**config.mk**
```make
export PLATFORM = sky130hd
export DESIGN_NAME = mem_port_arbiter
export DESIGN_NICKNAME = d
export VERILOG_FILES = /design/src/rtl/mem_port_arbiter.sv
export SDC_FILE = /design/constraint.sdc
export NUM_CORES = 1
export LEC_CHECK = 0
export CAP_MARGIN = 20
export CORE_ASPECT_RATIO = 0.7
export CORE_MARGIN = 5
export CORE_UTILIZATION = 30
export CTS_CLUSTER_SIZE = 20
export DETAILED_ROUTE_END_ITERATION = 10
export PLACE_DENSITY = 0.67
export SKIP_CTS_REPAIR_TIMING = 1
export SYNTH_ARGS = -nofsm -noshare
export SYNTH_HDL_FRONTEND = slang
export SYNTH_SLANG_ARGS = --single-unit
```
**constraint.sdc**
```tcl
create_clock -name clk -period 4.7 [get_ports clk]
set_input_delay 0.94 -clock clk [delete_from_list [all_inputs] [get_ports clk]]
set_output_delay 0.94 -clock clk [all_outputs]
set_load 0.01 [all_outputs]
```
**src/rtl/mem_port_arbiter.sv**
```systemverilog
// mem_port_arbiter: shares one single-port synchronous RAM between instruction
// fetch and the memory stage. Each access walks IDLE -> ISSUE -> (WAIT) -> DONE,
// so only one transaction is ever outstanding. Data wins ties, bounded by a
// streak counter so fetch cannot starve. A flush (i_kill) suppresses a fetch
// completion without aborting the RAM read. All outputs are registered.
module mem_port_arbiter #(
  parameter int ADDR_W       = 10,
  parameter int DATA_W       = 32,
  parameter int READ_LATENCY = 1,
  parameter int MAX_D_STREAK = 4
) (
  input  logic              clk,
  input  logic              rst,
  input  logic              i_req,
  input  logic [ADDR_W-1:0] i_addr,
  input  logic              i_kill,
  output logic              i_ack,
  output logic [DATA_W-1:0] i_rdata,
  input  logic              d_req,
  input  logic              d_we,
  input  logic [ADDR_W-1:0] d_addr,
  input  logic [DATA_W-1:0] d_wdata,
  output logic              d_ack,
  output logic [DATA_W-1:0] d_rdata,
  output logic              mem_en,
  output logic              mem_we,
  output logic [ADDR_W-1:0] mem_addr,
  output logic [DATA_W-1:0] mem_wdata,
  input  logic [DATA_W-1:0] mem_rdata
);

  typedef enum logic [1:0] {S_IDLE, S_ISSUE, S_WAIT, S_DONE} state_t;

  localparam int SW = (MAX_D_STREAK > 0) ? $clog2(MAX_D_STREAK + 1) : 1;
  localparam logic [SW-1:0] SMAX = SW'(MAX_D_STREAK);
  localparam logic [2:0]    LAT  = 3'(READ_LATENCY);

  state_t            state_q, state_d;
  logic              own_d_q, own_d_d;     // 1 = data port owns the FSM
  logic              we_q, we_d;
  logic [2:0]        lat_q, lat_d;
  logic [SW-1:0]     streak_q, streak_d;
  logic              kill_q, kill_d;
  logic              i_ack_q, i_ack_d;
  logic [DATA_W-1:0] i_rdata_q, i_rdata_d;
  logic              d_ack_q, d_ack_d;
  logic [DATA_W-1:0] d_rdata_q, d_rdata_d;
  logic              mem_en_q, mem_en_d;
  logic              mem_we_q, mem_we_d;
  logic [ADDR_W-1:0] mem_addr_q, mem_addr_d;
  logic [DATA_W-1:0] mem_wdata_q, mem_wdata_d;

  logic fetch_ok, streak_full, grant_d, grant_i, kill_now;

  // Next-state, arbitration and registered-output computation
  always_comb begin
    state_d     = state_q;
    own_d_d     = own_d_q;
    we_d        = we_q;
    lat_d       = lat_q;
    streak_d    = streak_q;
    kill_d      = kill_q;
    i_ack_d     = 1'b0;
    i_rdata_d   = i_rdata_q;
    d_ack_d     = 1'b0;
    d_rdata_d   = d_rdata_q;
    mem_en_d    = 1'b0;
    mem_we_d    = 1'b0;
    mem_addr_d  = mem_addr_q;
    mem_wdata_d = mem_wdata_q;

    // A killed fetch never competes; streak_full hands the tie to fetch.
    fetch_ok    = i_req && !i_kill;
    streak_full = (MAX_D_STREAK != 0) && (streak_q == SMAX);
    grant_d     = d_req && !(fetch_ok && streak_full);
    grant_i     = fetch_ok && !grant_d;
    // Kill in the capture cycle itself must also suppress the ack.
    kill_now    = kill_q || i_kill;

    case (state_q)
      S_IDLE: begin
        kill_d = 1'b0;
        if (grant_d) begin
          own_d_d     = 1'b1;
          we_d        = d_we;
          mem_en_d    = 1'b1;
          mem_we_d    = d_we;
          mem_addr_d  = d_addr;
          mem_wdata_d = d_wdata;
          if (!i_req)                streak_d = '0;
          else if (streak_q != SMAX) streak_d = streak_q + 1'b1;
          state_d     = S_ISSUE;
        end else if (grant_i) begin
          // Fetch leaves mem_wdata at its last value; it is never written.
          own_d_d    = 1'b0;
          we_d       = 1'b0;
          mem_en_d   = 1'b1;
          mem_addr_d = i_addr;
          streak_d   = '0;
          state_d    = S_ISSUE;
        end
      end
      S_ISSUE: begin
        if (!own_d_q && i_kill) kill_d = 1'b1;
        lat_d = LAT;
        if (we_q) begin
          d_ack_d = 1'b1;
          state_d = S_DONE;
        end else begin
          state_d = S_WAIT;
        end
      end
      S_WAIT: begin
        if (!own_d_q && i_kill) kill_d = 1'b1;
        if (lat_q == 3'd1) begin
          if (own_d_q) begin
            d_rdata_d = mem_rdata;
            d_ack_d   = 1'b1;
          end else if (!kill_now) begin
            i_rdata_d = mem_rdata;
            i_ack_d   = 1'b1;
          end
          state_d = S_DONE;
        end else begin
          lat_d = lat_q - 3'd1;
        end
      end
      S_DONE: begin
        kill_d  = 1'b0;
        state_d = S_IDLE;
      end
      default: state_d = S_IDLE;
    endcase
  end

  // State and output registers, asynchronously cleared
  always_ff @(posedge clk or posedge rst) begin
    if (rst) begin
      state_q     <= S_IDLE;
      own_d_q     <= 1'b0;
      we_q        <= 1'b0;
      lat_q       <= '0;
      streak_q    <= '0;
      kill_q      <= 1'b0;
      i_ack_q     <= 1'b0;
      i_rdata_q   <= '0;
      d_ack_q     <= 1'b0;
      d_rdata_q   <= '0;
      mem_en_q    <= 1'b0;
      mem_we_q    <= 1'b0;
      mem_addr_q  <= '0;
      mem_wdata_q <= '0;
    end else begin
      state_q     <= state_d;
      own_d_q     <= own_d_d;
      we_q        <= we_d;
      lat_q       <= lat_d;
      streak_q    <= streak_d;
      kill_q      <= kill_d;
      i_ack_q     <= i_ack_d;
      i_rdata_q   <= i_rdata_d;
      d_ack_q     <= d_ack_d;
      d_rdata_q   <= d_rdata_d;
      mem_en_q    <= mem_en_d;
      mem_we_q    <= mem_we_d;
      mem_addr_q  <= mem_addr_d;
      mem_wdata_q <= mem_wdata_d;
    end
  end

  assign i_ack     = i_ack_q;
  assign i_rdata   = i_rdata_q;
  assign d_ack     = d_ack_q;
  assign d_rdata   = d_rdata_q;
  assign mem_en    = mem_en_q;
  assign mem_we    = mem_we_q;
  assign mem_addr  = mem_addr_q;
  assign mem_wdata = mem_wdata_q;

endmodule

```
## Word level (Yosys, flattened, before mapping)

Index checks and enable logic that the tools add are counted.

| storage, ports and cells | value |
|---|---|
| word-level logic and storage cells | 82 |
| output and inout bits | 110 |
| flip-flop bits (word level) | 121 |
| bits of input ports | 90 |

| cells by class | value |
|---|---|
| bitwise gates (word level) | 2 |
| reductions and logical operators | 22 |
| equal/unequal tests | 11 |
| mux-type cells | 31 |
| add/subtract/negate cells | 2 |

Operators with widths:

| kind | number |
|---|---|
| $mux W10 | 2 |
| $mux W1 | 17 |
| $mux W3 | 5 |
| $pmux W2 S4 | 1 |
| $reduce_and A2 Y1 | 4 |
| $mux W2 | 3 |
| $ne A3 B3 Y1 const B | 2 |
| $pmux W3 S2 | 1 |
| $reduce_and A3 Y1 | 2 |
| $logic_and A1 B1 Y1 | 5 |
| $eq A2 B2 Y1 const B | 2 |
| $logic_not A1 Y1 | 4 |
| $ne A2 B2 Y1 const B | 2 |
| $pmux W1 S2 | 2 |
| $reduce_and A4 Y1 | 1 |
| $reduce_bool A2 Y1 | 2 |
| $reduce_or A2 Y1 | 2 |
| $add A3 B1 Y3 const B | 1 |
| $eq A3 B1 Y1 const B | 1 |
| $eq A3 B3 Y1 const B | 1 |
| $ne A3 B2 Y1 const B | 1 |
| $sub A3 B1 Y3 const B | 1 |
| $eq A2 B1 Y1 const B | 1 |
| $logic_not A2 Y1 | 1 |
| 3 further kinds | 4 |

## Longest topological paths before layout

Gate-level depths: netlist (run 1).

| depth | value |
|---|---|
| depth in word-level cells | 10 |
| gate-level depth with buffers | 7 |

## Worst setup path after synthesis (run 1)

OpenSTA, ideal clock, no wires.

| path | value |
|---|---|
| path type | in2reg |
| from | input port i_kill |
| to | register mem_wdata_q[10] (netlist: mem_wdata[10]) |
| stages | 5 |
| slack | 2.701 ns |
| required time | 4.575 ns |
| data arrival time | 1.873 ns |
| path buffers | 2 |
| cells stage by stage | nand4b_1 and3_1 buf_6 buf_6 mux2_4 |

| on the way | value |
|---|---|
| cells in the longest elaborated chain, start to end | 6 |

Ends and longest elaborated chain:

| item | RTL line | source |
|---|---|---|
| from (decl) | 16 | `input logic i_kill,` |
| $logic_not A1 Y1 | 73 | `fetch_ok = i_req && !i_kill;` |
| $logic_and A1 B1 Y1 | 73 |  |
| $logic_and A1 B1 Y1 | 75 | `grant_d = d_req && !(fetch_ok && streak_full);` |
| $logic_not A1 Y1 | 75 |  |
| $logic_and A1 B1 Y1 | 75 |  |
| $reduce_and A2 Y1 (no line) | - |  |
| to (signal assigned) | 167 | `mem_wdata_q <= mem_wdata_d;` |
| to (decl) | 51 | `logic [DATA_W-1:0] mem_wdata_q, mem_wdata_d;` |

Every way passes these cells.
A chain may end at the register's enable or synchronous reset.

## Final worst setup path (run 1)

| path | value |
|---|---|
| from | input port i_kill |
| to | register mem_wdata_q[31] (netlist: mem_wdata[31]) |

The elaborated chain is that of the path after synthesis.

==> results of run 1 <==
where the power goes:
group	total (W)	switching, W	leakage, nW	internal (W)
clock network	0.00139	0.000458	0.303	0.000932
logic	0.00230	0.000847	1.59	0.00145
registers	0.00184	0.000283	1.45	0.00156
total	0.00553	0.00159	3.34	0.00394
per-layer routing:
metal,part of all wire,wire length [microns],GRT usage,vias to the layer above
met5,0,0,0,-
met4,0.011,130,0.04732,0
met3,0.063,759,0.04198,9
met2,0.48,5740,0.2011,106
met1,0.45,5330,0.1666,1673
li1,-,-,-,1578
stage by stage:
stage,total power (W),setup slack (ns)
finish,0.005529,2.007
detailed placement,0.004185,1.584
global placement,0.004116,1.651
global route,0.005862,1.945
CTS,0.005621,2.020
floorplan,0.002944,0.5458
placed cells by master (no fill, tap or decap), drive strengths merged:
cell type      instances
clkinv                 2
mux2i                  2
a211oi                 1
nand2                 24
a32o                   2
dfrtp                121
inv                   12
nor2b                  3
o21a                   1
a21oi                  3
o22ai                  1
nor3                   2
buf                    5
a21boi                 2
o22a                   1
and2                   2
nand3                  3
mux2                  97
a2bb2oi                1
clkinvlp               3
bufinv                 4
and3                   1
clkdlybuf4s50        199
nand4b                 1
o21ai                  1
a31oi                 10
nor2                  13
ha                     7
nand4                  3
clkbuf                22
a21o                   2
flip-flops by register name, summed over array words and instances, names as in the netlist:
name and count:
d_rdata 32, i_rdata 32, mem_wdata 32, mem_addr 10, lat_q 3, streak_q 3
state_q 2, d_ack 1, i_ack 1, kill_q 1, mem_en 1, mem_we 1
own_d_q 1, we_q 1
critical path: cells and delay by family:
kind	cells	cell delay, ns
buf+inv	1	0.53
mux	1	0.42
simple gates	2	1.06
layout make-up:
type / count / area, sq um / share of cell area
Clock buffer: 22 / 474.2 / 0.06137
Clock inverter: 10 / 165.2 / 0.02137
Inverter: 11 / 43.79 / 0.005667
Multi-Input combinational cell: 183 / 1710 / 0.2213
Sequential cell: 121 / 3028 / 0.3918
Tap cell: 205 / 256.5 / 0.03319
Timing Repair Buffer: 204 / 2049 / 0.2652
worst paths after layout:
path / to / cells after the start
setup / recovery: mem_wdata[31]$_DFFE_PP0P_ / 4
hold / removal: we_q$_DFFE_PP0P_ / 1
setup reg to reg: mem_wdata[31]$_DFFE_PP0P_ / 4
hold reg to reg: we_q$_DFFE_PP0P_ / 1
max in group asynchronous: d_rdata[19]$_DFFE_PP0P_ / 4
min in group asynchronous: mem_wdata[7]$_DFFE_PP0P_ / 2
cell families (layout without fill, tap and decap cells):
kind of cell,Yosys count,after routing,synth area share
DFF,121,121,0.6219
muxes,99,99,0.2508
and+or+nand+nor,52,52,0.04703
AOI/OAI and AO/OA,25,25,0.03521
buffers and inverters,24,247,0.02698
adders and majority gates,7,7,0.01799
==> impl_metrics.tcl, run 1 <==
set metrics [dict create \
    finalCritPeriodShare 0.5730 \
    critPathLaunch "i_kill" \
    max_cap_violations 0 \
    post-route-drc-count 0 \
    syn2layout_area_growth_pct 58.73 \
    path_max_fanout 34 \
    layout-drive-gt1-share 0.2432 \
    fin_skew_ns 0.01352 \
    tns_ns 0 \
    finalWeightedCongestion 0.7686 \
    p_leak_nw 3.343 \
    hold_path_startpoint "we_q$_DFFE_PP0P_" \
    rsz0062_at_grt "false" \
    setup_violations 0 \
    avgSynthCellArea_sq_um 14.84 \
    synth_edf_count 0 \
    grt_overflow 0 \
    fmax_mhz 371.3 \
    slew_viol_final 0 \
    synth.top_cell.area_share 0.6219 \
    cts_tree "yes" \
    die_w_microns 162.3 \
    synthFlopType "dfrtp_1" \
    cts_buffer_depth 2 \
    path_clk_slew_ns 0.06 \
    cpPeakStageDelay_ns 0.90 \
    vias 3366 \
    fin_util 0.4799 \
    clock_latency_ns 0.40 \
    ys_seq_area_frac 0.6219 \
    n_fill_cell 1416 \
    hold_class "flop to flop" \
    cts_max_level 4 \
    syn-num-nets 425 \
    status "completed" \
    synth_cell_types 29 \
    cp.arrival_ns 2.98 \
    hold_violations 0 \
    cts_sinks 121 \
    slowest_stage "and3_2" \
    yosysWarnings 0 \
    synth.most_common_cell "dfrtp_1" \
    grt_pass1_vias 3573 \
    reg2reg_slack_ns 2.48 \
    worst_pin_slew_ns 1.045 \
    placed_cells 723 \
    synthTopCellsByCount "121 x dfrtp_1, 68 x mux2_2, 29 x mux2_4" \
    ys_async_sr_fraction 1.000 \
    worstReg2RegStart "state_q[0]$_DFFE_PP0P_" \
    fp.coreArea_sq_um 16100 \
    dpl_cell_area_sq_um 7061 \
    hold_ws_ns 0.4828 \
    end_kind "flop" \
    cts-root-buf "clkbuf_16" \
    fin_nets 635 \
    vias_per_cell 4.452 \
    postLayoutCellArea_sq_um 7727 \
    synthCells 328 \
    antenna_found_initial 0 \
    wl_per_cell_microns 15.82 \
    drtPass1Iterations 4 \
    vdd_drop_max_mv 0.2688 \
    crit_chain "clkdlybuf4s50_1 -> nand4b_1 -> and3_2 -> mux2_2" \
    ant_nets 0 \
    slew_headroom 0.3035 \
    crit_type "primary input to flop" \
    routed_wl_microns 11960 \
    instances_no_fill 756 \
    die_y_microns 116.6 \
    period_minus_slack_ns 2.693 \
    grt_max_degree 78 \
    numCtsBuffers 17 \
    io_pins 200 \
    dp_hpwl_microns 8651 \
    synth_top_area_cell "dfrtp_1" \
    num_antenna_cells 0 \
    yosys-top-cells-area "dfrtp_1 62%, mux2_2 16%, mux2_4 8.9%, nand2_1 1.9%, ha_1 1.8%" \
    required_ns 4.98 \
    power_density_nw_per_um2 715.5 \
    rows 39 \
    dieArea_sq_um 18920 \
    synth_seq_cells 121 \
    io_buffers 199 \
    syn-cell-area_sq_um 4868 \
    grt_pass1_wl_microns 19070 \
    initial_utilization 0.3023 \
    grt_usage 0.1279 \
    worstSetupStartpointType "primary input" \
    drt_iter0_markers 164 \
]
Note: power is estimated with default switching activity, not from simulation.
==> inputs of run 2 (changes only) <==
==> constraint.sdc (replaced) <==
create_clock -name clk -period 2.5 [get_ports clk]
set_input_delay 0.5 -clock clk [delete_from_list [all_inputs] [get_ports clk]]
set_output_delay 0.5 -clock clk [all_outputs]
set_load 0.01 [all_outputs]
==> run 2 against run 1 <==
Net effect:
- register-to-register slack got worse by 1.8 ns
- worst setup slack got worse by 1.3 ns
- clock power rose by 76%
- non-clock buffer count rose by 4
- critical path type is now flop to output pin
==> impl_metrics.tcl, run 2 (synthesis results as in run 1) <==
set metrics [dict create \
    hold_path_startpoint "we_q$_DFFE_PP0P_" \
    syn2layout_area_growth_pct 58.83 \
    cts_max_level 4 \
    worstSetupStartpointType "flop" \
    routed_wl_microns 12420 \
    worst_pin_slew_ns 0.4860 \
    vdd_drop_max_mv 0.4915 \
    vias 3433 \
    tns_ns 0 \
    reg2reg_slack_ns 0.72 \
    worstReg2RegStart "state_q[0]$_DFFE_PP0P_" \
    drt_iter0_markers 121 \
    cts_tree "yes" \
    grt_pass1_wl_microns 19700 \
    io_pins 200 \
    initial_utilization 0.3023 \
    final_cell_mix "199 x clkdlybuf4s50_1, 121 x dfrtp_1, 68 x mux2_2" \
    dieArea_sq_um 18920 \
    post-route-drc-count 0 \
    p_leak_nw 3.342 \
    period_minus_slack_ns 1.834 \
    io_buffers 199 \
    fin_nets 639 \
    fp.coreArea_sq_um 16100 \
    layout.cells.most_common "clkdlybuf4s50_1" \
    path_max_fanout 2 \
    grt_max_degree 87 \
    numCtsBuffers 17 \
    status "completed" \
    max_cap_violations 0 \
    cp.arrival_ns 1.33 \
    antenna_found_initial 0 \
    cts_buffer_depth 2 \
    layout-drive-gt1-share 0.2505 \
    rows 39 \
    ant_nets 0 \
    grt_usage 0.1337 \
    fmax_mhz 545.4 \
    die_y_microns 116.6 \
    hold_depth 1 \
    grt_overflow 0 \
    wl_per_cell_microns 16.35 \
    placed_cells 728 \
    required_ns 2.00 \
    cpPeakStageDelay_ns 0.57 \
    path_clk_slew_ns 0.05 \
    dp_hpwl_microns 9118 \
    slowest_stage "clkdlybuf4s50_1" \
    crit_chain "clkdlybuf4s50_1" \
    hold_violations 0 \
    rsz0062_at_grt "false" \
    die_w_microns 162.3 \
    end_kind "output pin" \
    power_density_nw_per_um2 1333 \
    clock_latency_ns 0.41 \
    cpLargestDelayFamily "buffers and inverters" \
    vias_per_cell 4.517 \
    slew_headroom 0.6760 \
    num_antenna_cells 0 \
    finalCritPeriodShare 0.7334 \
    grt_pass1_vias 3686 \
    crit_type "flop to output pin" \
    holdPathEnd "we_q$_DFFE_PP0P_" \
    hold_class "flop to flop" \
    slew_viol_final 0 \
    r2r-end "d_rdata[22]$_DFFE_PP0P_" \
    r2r_cells 5 \
    setup_violations 0 \
    cp_num_buf_inv 1 \
    cts-root-buf "clkbuf_16" \
    fin_skew_ns 0.008548 \
    cts_sinks 121 \
    instances_no_fill 760 \
    finalWeightedCongestion 0.7827 \
    drtPass1Iterations 4 \
]
run 2: changes by cell type in the layout (fill, tap and decap cells not counted), sizes merged:
cell	previous run	this run
clkinv	2	5
buf	5	9
clkbuf	22	19
bufinv	4	3
inv	12	10
clkinvlp	3	6
run 2: worst max-delay path by stage:
| stage | to | slack (ns) | start | cells past startpoint |
|---|---|---|---|---|
| finish | mem_wdata[18] | 0.67 | mem_wdata[18]$_DFFE_PP0P_ | 1 |
| global route | state_q[1]$_DFFE_PP0P_ | 0.57 | state_q[0]$_DFFE_PP0P_ | 5 |
| CTS | mem_wdata[31] | 0.64 | mem_wdata[31]$_DFFE_PP0P_ | 1 |
| detailed placement | mem_wdata[31]$_DFFE_PP0P_ | 0.29 | i_kill | 5 |
| global placement | mem_wdata[30]$_DFFE_PP0P_ | 0.33 | i_kill | 5 |
| floorplan | d_ack$_DFF_PP0_ | 0.52 | rst | 1 |
run 2: metrics by stage:
stage / area (sq um) / hold WS (ns) / setup slack, ns / power, W / utilization
after floorplan: 4872 / 0.4491 / 0.5167 / 0.005536 / -
after global placement: 7137 / 0.4637 / 0.3307 / 0.007798 / 0.4432
after detailed placement: 7137 / 0.4730 / 0.2908 / 0.007949 / 0.4432
after CTS: 7732 / 0.4848 / 0.6409 / 0.01048 / 0.4802
after global routing: 7732 / 0.5031 / 0.5728 / 0.01090 / 0.4802
final: 7732 / 0.4831 / 0.6664 / 0.01031 / 0.4802
run 2: layout make-up:
| cell class | instances | area (sq um) |
|---|---|---|
| inverter | 11 | 45.04 |
| timing repair buffer | 208 | 2097 |
| fill | 1410 | 8371 |
| sequential | 121 | 3028 |
| clock inverter | 13 | 152.6 |
| multi-input combinational | 183 | 1710 |
| tap | 205 | 256.5 |
| clock buffer | 19 | 442.9 |
run 2: per-layer routing:
layer  wire length [microns]  vias up  GRT usage  share of wire
met5                       0        -          0              0
met4                     184        0    0.05465          0.015
met3                     807       17    0.04797          0.065
met2                    6045      115     0.2169           0.49
met1                    5385     1719     0.1641           0.43
li1                        -     1582          -              -
run 2: report_power, final:
part	switching (W)	total, W	leakage [nW]	internal, W
clock network	0.000858	0.00244	0.281	0.00158
registers	0.000538	0.00347	1.45	0.00293
logic	0.00163	0.00440	1.61	0.00276
total	0.00303	0.0103	3.34	0.00728
